$ cat src/rtl/sd_rx_fifo_sc.sv
// Single-clock SD receive FIFO: packs 1-bit/4-bit data-line samples MSB-first into
// WORD_W-bit words and buffers DEPTH of them. Optional sticky overflow: SD_RX_FIFO_ERR_EN.
module sd_rx_fifo_sc #(
  parameter int WORD_W   = 32,
  parameter int DEPTH    = 8,
  parameter int AF_LEVEL = DEPTH - 2,
  parameter int LW       = $clog2(DEPTH) + 1
) (
  input  logic              clk,
  input  logic              rst,
  input  logic              wide,
  input  logic              flush,
  input  logic [3:0]        d,
  input  logic              wr,
  input  logic              rd,
  output logic [WORD_W-1:0] q,
  output logic              full,
  output logic              almost_full,
  output logic              empty,
  output logic [LW-1:0]     level,
  output logic              partial,
  output logic              ovf
);

  localparam int PW = $clog2(DEPTH);
  localparam int CW = $clog2(WORD_W + 1);

  localparam logic [CW-1:0] SAMP_NARROW = CW'(WORD_W);
  localparam logic [CW-1:0] SAMP_WIDE   = CW'(WORD_W / 4);
  localparam logic [LW-1:0] LVL_FULL    = LW'(DEPTH);
  localparam logic [LW-1:0] LVL_AF      = LW'(AF_LEVEL);

  logic [WORD_W-1:0] mem [DEPTH];

  logic [WORD_W-1:0] sh_q, sh_d;
  logic [CW-1:0]     cnt_q, cnt_d;
  logic              wide_q;
  logic [PW-1:0]     wr_ptr_q, wr_ptr_d;
  logic [PW-1:0]     rd_ptr_q, rd_ptr_d;
  logic [LW-1:0]     level_q, level_d;

  logic              clr;
  logic              discard;
  logic [WORD_W-1:0] base_sh;
  logic [CW-1:0]     base_cnt;
  logic [WORD_W-1:0] sh_in;
  logic [CW-1:0]     cnt_inc;
  logic              word_done;
  logic              pop;
  logic              push;

  assign clr = rst | flush;

  // Flags decode registered state only, so no wr/rd path reaches them.
  assign level       = level_q;
  assign empty       = (level_q == '0);
  assign full        = (level_q == LVL_FULL);
  assign almost_full = (level_q >= LVL_AF);
  assign partial     = (cnt_q != '0);
  assign q           = empty ? '0 : mem[rd_ptr_q];

  always_comb begin
    // NOTE: every combinational output gets a default first so no latch is inferred.
    sh_d     = sh_q;
    cnt_d    = cnt_q;
    wr_ptr_d = wr_ptr_q;
    rd_ptr_d = rd_ptr_q;
    level_d  = level_q;

    // A bus-width change abandons any half-built word; a same-cycle sample starts afresh.
    discard  = partial && (wide != wide_q);
    base_sh  = discard ? '0 : sh_q;
    base_cnt = discard ? '0 : cnt_q;

    sh_in     = wide ? {base_sh[WORD_W-5:0], d} : {base_sh[WORD_W-2:0], d[0]};
    cnt_inc   = base_cnt + CW'(1);
    word_done = wr && (cnt_inc == (wide ? SAMP_WIDE : SAMP_NARROW));

    if (wr) begin
      sh_d  = sh_in;
      cnt_d = word_done ? '0 : cnt_inc;
    end else begin
      sh_d  = base_sh;
      cnt_d = base_cnt;
    end

    pop  = rd && !empty;
    push = word_done && (!full || pop);

    if (push) wr_ptr_d = wr_ptr_q + PW'(1);
    if (pop)  rd_ptr_d = rd_ptr_q + PW'(1);

    case ({push, pop})
      2'b10:   level_d = level_q + LW'(1);
      2'b01:   level_d = level_q - LW'(1);
      default: level_d = level_q;
    endcase
  end

  always_ff @(posedge clk) begin
    // NOTE: sequential state uses non-blocking assignments so all registers update together.
    wide_q <= wide;
    if (clr) begin
      sh_q     <= '0;
      cnt_q    <= '0;
      wr_ptr_q <= '0;
      rd_ptr_q <= '0;
      level_q  <= '0;
    end else begin
      sh_q     <= sh_d;
      cnt_q    <= cnt_d;
      wr_ptr_q <= wr_ptr_d;
      rd_ptr_q <= rd_ptr_d;
      level_q  <= level_d;
    end
  end

  // NOTE: storage has no reset; q is masked to zero while empty, so stale contents never leak.
  always_ff @(posedge clk) begin
    if (push && !clr) mem[wr_ptr_q] <= sh_in;
  end

`ifdef SD_RX_FIFO_ERR_EN
  logic ovf_q;
  logic drop;

  assign drop = word_done && full && !pop;
  assign ovf  = ovf_q;

  always_ff @(posedge clk) begin
    if (clr)       ovf_q <= 1'b0;
    else if (drop) ovf_q <= 1'b1;
  end
`else
  assign ovf = 1'b0;
`endif

endmodule

$ cat config.mk
export PLATFORM = sky130hd
export DESIGN_NAME = sd_rx_fifo_sc
export DESIGN_NICKNAME = d
export VERILOG_FILES = /design/src/rtl/sd_rx_fifo_sc.sv
export SDC_FILE = /design/constraint.sdc
export NUM_CORES = 1
export LEC_CHECK = 0
export BUFFER_PORTS_ARGS = -buffer_cell sky130_fd_sc_hd__buf_4
export CAP_MARGIN = 20
export CORE_ASPECT_RATIO = 0.8
export CORE_MARGIN = 2
export CORE_UTILIZATION = 61
export DETAILED_ROUTE_END_ITERATION = 8
export PLACE_DENSITY = 0.76
export SYNTH_ARGS = -nofsm -noshare
export SYNTH_HDL_FRONTEND = slang
export SYNTH_SLANG_ARGS = --single-unit
$ cat constraint.sdc
create_clock -name clk -period 7.11 [get_ports clk]
set_input_delay 1.0665 -clock clk [delete_from_list [all_inputs] [get_ports clk]]
set_output_delay 1.0665 -clock clk [all_outputs]
set_load 0.03 [all_outputs]
# After elaboration in Yosys (flattened, before gate mapping)
# Memories as Yosys holds them, arrays and structs flattened. A register that Yosys moved wholly into a read port is not among the register bits.
# Index checks and enable logic that the tools add are counted.
op_classes:
  add_sub_neg: 5
  n_lt_le_gt_ge: 1
  n_eq_ne: 5
  muxes: 13
  n_bitwise: 1
  reduce_logical: 12
op_table:
  columns: ["cell", "n"]
  rows:
  - ["32-bit two-way mux", 2]
  - ["31-bit two-way mux", 2]
  - ["6-bit two-way mux", 4]
  - ["4-bit one-hot mux with 2 select lines", 1]
  - ["3-bit by 1-bit adder with 3-bit output, second input constant", 2]
  - ["6-bit by 1-bit adder with 6-bit output, second input constant", 1]
  - ["6-bit == test", 1]
  - ["3-bit two-way mux", 2]
  - ["6-bit nonzero test", 1]
  - ["1-bit logical AND", 5]
  - ["4-bit by 1-bit adder with 4-bit output, second input constant", 1]
  - ["4-bit == test, second input constant", 1]
  - ["4-bit by 3-bit greater-or-equal comparator with 1-bit output, second input constant", 1]
  - ["4-bit zero test", 1]
  - ["4-bit by 1-bit subtractor with 4-bit output, second input constant", 1]
  - ["1-bit zero test", 3]
  - ["2-bit by 1-bit == test with 1-bit output, second input constant", 1]
  - ["2-bit == test, second input constant", 1]
  - ["1-bit two-way mux", 2]
  - ["2-bit nonzero test", 1]
  - ["1-bit logical OR", 1]
  - ["1-bit inequality test", 1]
  - ["1-bit OR", 1]
totals:
  register_bits: 48
  ram_bits: 256
  inputBits: 10
  out_inout_bits: 41
  memories: 1
mem_list:
  columns: ["memory", "depth", "width", "rd", "rd_ports_with_merged_regs", "write_ports", "line", "source"]
  rows:
  - ["mem", 8, 32, 1, 1, 1, "33", "logic [WORD_W-1:0] mem [DEPTH];"]

# Depth between registers and ports, before layout
depth:
  word_depth: 10
  ltp_mapped: 16
  mapped_depth_nobuf: 15

# Least setup slack after synthesis
# No wires, ideal clock.
synth_timing:
  kind: "input to register"
  start: "in wide"
  end: "mem mem[0][0], enable pin"
  setup_time_ps: 501
  arrival_ps: 5658
  required_ps: 6609
  slack_ps: 951
  path_stages: 8
  n_path_buf: 1
  cell_sequence: "buf_2 xnor2_2 and2_1 ha_1 o21bai_1 a221oi_2 nand3_1 nor4_1"
synth_between:
  elab_chain_cells: 10
  elab_cells_between_ends: 11
  cone_classes: "1 x add/sub; 2 x eq/ne; 4 x mux; 4 x reduce/logical"
synth_lines:
  columns: ["element", "line", "source"]
  rows:
  - ["from (decl)", "11", "input logic wide,"]
  - ["1-bit inequality test", "71", "discard = partial && (wide != wide_q);"]
  - ["1-bit logical AND", "71", null]
  - ["6-bit two-way mux", "73", "base_cnt = discard ? '0 : cnt_q;"]
  - ["6-bit by 1-bit adder with 6-bit output", "76", "cnt_inc = base_cnt + CW'(1);"]
  - ["6-bit == test *", "77", "word_done = wr && (cnt_inc == (wide ? SAMP_WIDE : SAMP_NARROW));"]
  - ["1-bit logical AND *", "77", null]
  - ["1-bit logical AND *", "88", "push = word_done && (!full || pop);"]
  - ["1-bit logical AND *", "120", "if (push && !clr) mem[wr_ptr_q] <= sh_in;"]
  - ["1-bit two-way mux *", "120", null]
  - ["1-bit two-way mux (implied by the code) *", "120", null]
  - ["to (decl)", "33", null]
# Mark *: on every way between the ends. The rest lies on a longest branch, timed or not.

==> results.toml <==
[worst_hold_path]
hp-class = "register to register"

[grt]
grt_usage_pct = 22.9
grt_max_degree = 74
grt_pass1_wl_um = 37600
antenna_found_initial = 0
grt_pass1_vias = 6733
overflow = 0

[power_and_ir_drop]
p_comb_share_pct = 1.9
intPower_uw = 2820
powerDensity_mw_per_mm2 = 249
clkPwrFrac_pct = 42.3
leakage_uw = 0.00459
power.share.switching_pct = 19.6
vdd_drop_max_mv = 0.196
switching_power_uw = 686
p_seq_share_pct = 55.7

[worst_setup_path]
crit_fanout = 35
path_class = "register to primary output"
cp.arrival_ns = 3.13
cp.required_ns = 6.04
cp-end-kind = "primary output"
cp-start-kind = "register"

[floorplan]
die_area_mm2 = 0.0215
die_h_um = 132
ios = 51
core_area_mm2 = 0.0199
start_util_pct = 62.4
row_count = 46
die_w_um = 164

[sta]
slew_headroom_pct = 27.3
drv_slew = 0
worst_slack_ns = 2.92
hold_ws_ns = 0.483
finalHoldViolCount = 0
final.period_utilization_pct = 59.0
setup_viol = 0
final.setup.tns_ns = 0
tightestPinTransition_ns = 1.09
finalCriticalPeriod_ns = 4.19
rsz0062_at_grt = "false"
fmax_mhz = 238
skew_ns = 0.0111

[synth]
synth_fa_ha_area_share_pct = 0.766
synth-main-ff-cell = "edfxtp_1"
synth.avg_cell_area_um2 = 16.9
yosys.area_share.simple_pct = 6.41
syn_nets = 752
synth-edff-count = 256
synth_cell_types = 50
yosysSeqAreaShare_pct = 70.1
synth_warnings = 0
synth_compound_area_share_pct = 3.28
muxShareOfSynthArea_pct = 16.8
syn-cell-area_mm2 = 0.0124
ys_ff_latch = 307
async_reset_ff_share_pct = 0
synth_top_family_by_area = "multiplexers"
syn-instance-count = 735
synth_xor_area_share_pct = 0.836

[place]
gp_congestion = 0.832
placed_cell_area_mm2 = 0.0131
post-dp-hpwl_um = 13500
dpl_worst_slack_ns = 2.35
io_buffers = 49

[clocking]
tritoncts = "done"
max-clock-path-buffers = 3
postCtsSetupRepairBufs = 0
clock_sinks = 307
cts_made_buffers = 29
hold_buffers = 0
cts-root-buf = "clkbuf_16"
h-tree-depth = 1
cts-resized-gates = 0
clock_latency_ns = 0.55
clk_pin_slew_ns = 0.06

[route]
drc = 0
drt-total-wl_um = 23900
firstDrtPassIters = 5
drtIter0Drc = 601
drtAntennaViolNets = 0
post_drt_wl_per_cell_um = 22.4
via_count = 6582
vias_per_cell = 6.17

[run_status]
outcome = "finished, final reports clean"

[cells_and_area]
syn_to_final_growth_pct = 13.1
finalNetCount = 797
multiInputGateArea_mm2 = 0.00355
drive_gt1_share_pct = 24.3
postLayoutCellArea_mm2 = 0.0140
n_fill_cell = 1272
register_area_mm2 = 0.00871
antennaDiodeCount = 0

[flow_run]
drv_cap = 0
synthesized netlist by cell type (2+ instances only):
cell / n / area (µm²)
a211oi_1: 27 / 203
a21o_1: 3 / 22.5
a21oi_1: 8 / 40.0
a22o_1: 3 / 26.3
a31oi_1: 3 / 18.8
and2_1: 4 / 25.0
and3_1: 3 / 18.8
buf_1: 4 / 15.0
buf_2: 10 / 50.1
buf_4: 3 / 22.5
clkbuf_1: 31 / 116
dfxtp_1: 51 / 1020
edfxtp_1: 256 / 7690
ha_1: 6 / 75.1
inv_1: 3 / 11.3
mux2i_1: 63 / 631
mux4_2: 64 / 1440
nand2_1: 12 / 45.0
nand2_2: 2 / 12.5
nand2b_1: 5 / 31.3
nand3_1: 8 / 40.0
nand4_1: 5 / 31.3
nor2_1: 109 / 409
nor2b_1: 2 / 12.5
nor3_1: 7 / 35.0
nor3_2: 2 / 20.0
nor3b_1: 5 / 37.5
nor4_1: 4 / 25.0
nor4b_1: 2 / 17.5
o21a_1: 2 / 15.0
xnor2_1: 5 / 43.8
xor2_1: 5 / 43.8
power groups by stage:
stage / Combinational (µW) / Sequential (µW) / Clock (µW)
2_1_floorplan: 49.2 / 1990 / 0
3_3_place_gp: 63.1 / 1990 / 0
3_5_place_dp: 67.5 / 1990 / 0
4_1_cts: 67.7 / 1950 / 1500
5_1_grt: 74.6 / 1950 / 1570
6_report: 68.3 / 1950 / 1480
per-stage QoR:
step / total power, µW / util, % / cells
finish: 3500 / 70.5 / 1067
global route: 3590 / 70.5 / 1067
CTS: 3520 / 70.2 / 1065
detailed placement: 2060 / 65.6 / 1011
global placement: 2050 / 65.6 / 1011
floorplan: 2040 / - / 735
cells in the final DEF (no fill, tap or decap), types with 8 or more instances in the layout:
master	instances
clkinv_2	8
buf_4	60
mux4_2	64
a211oi_1	27
nand3_1	8
mux2i_1	63
nand2_1	12
nor2_1	106
dfxtp_1	48
edfxtp_1	256
clkbuf_16	30
routing by layer:
layer	vias to the layer above	GRT usage (%)	part of all wire (%)	routed length, µm
met5	-	0	0	0
li1	2955	-	-	-
met3	35	3.06	5.7	1350
met4	0	6.14	2.0	473
met1	3353	33.6	44	10600
met2	239	36.9	48	11500
final cells by class:
type | instances | share of cell area [%]
sequential | 307 | 62.1
multi-input combinational | 376 | 25.3
clock buffer | 41 | 5.93
timing repair buffer | 62 | 3.60
tap | 264 | 2.35
clock inverter | 13 | 0.677
inverter | 4 | 0.107
registers in the layout, summed over array words and instances (netlist names), named ones only:
register / count
mem: 256
level: 4
cnt_q: 6
sh_q: 31
rd_ptr_q: 3
wide_q: 1
wr_ptr_q: 3
critical path, cell delays in order (launching register included):
cell and delay [ns]:
dfxtp_4 0.74, buf_4 0.69, mux4_2 0.62, mux2i_1 0.21, nor2_1 0.08, buf_4 0.17
final timing paths:
path | slack, ns | cells past startpoint | start | end
worst max-delay path | 2.92 | 5 | register | q[22]
worst min-delay path | 0.48 | 2 | rd_ptr_q[1] | register
worst max register to register | 3.42 | 7 | wide_q | mem[5][18]
worst min register to register | 0.48 | 2 | rd_ptr_q[1] | register
kinds of logic (layout without fill, tap and decap cells):
group / after synthesis / after routing
DFF: 307 / 307
and+or+nand+nor: 174 / 174
muxes: 128 / 128
AOI/OAI and AO/OA: 55 / 55
buffers and inverters: 52 / 120
xor gates and xnor gates: 11 / 11
adders and majority gates: 7 / 7
other: 1 / 1
(Power assumes the default switching activity.)
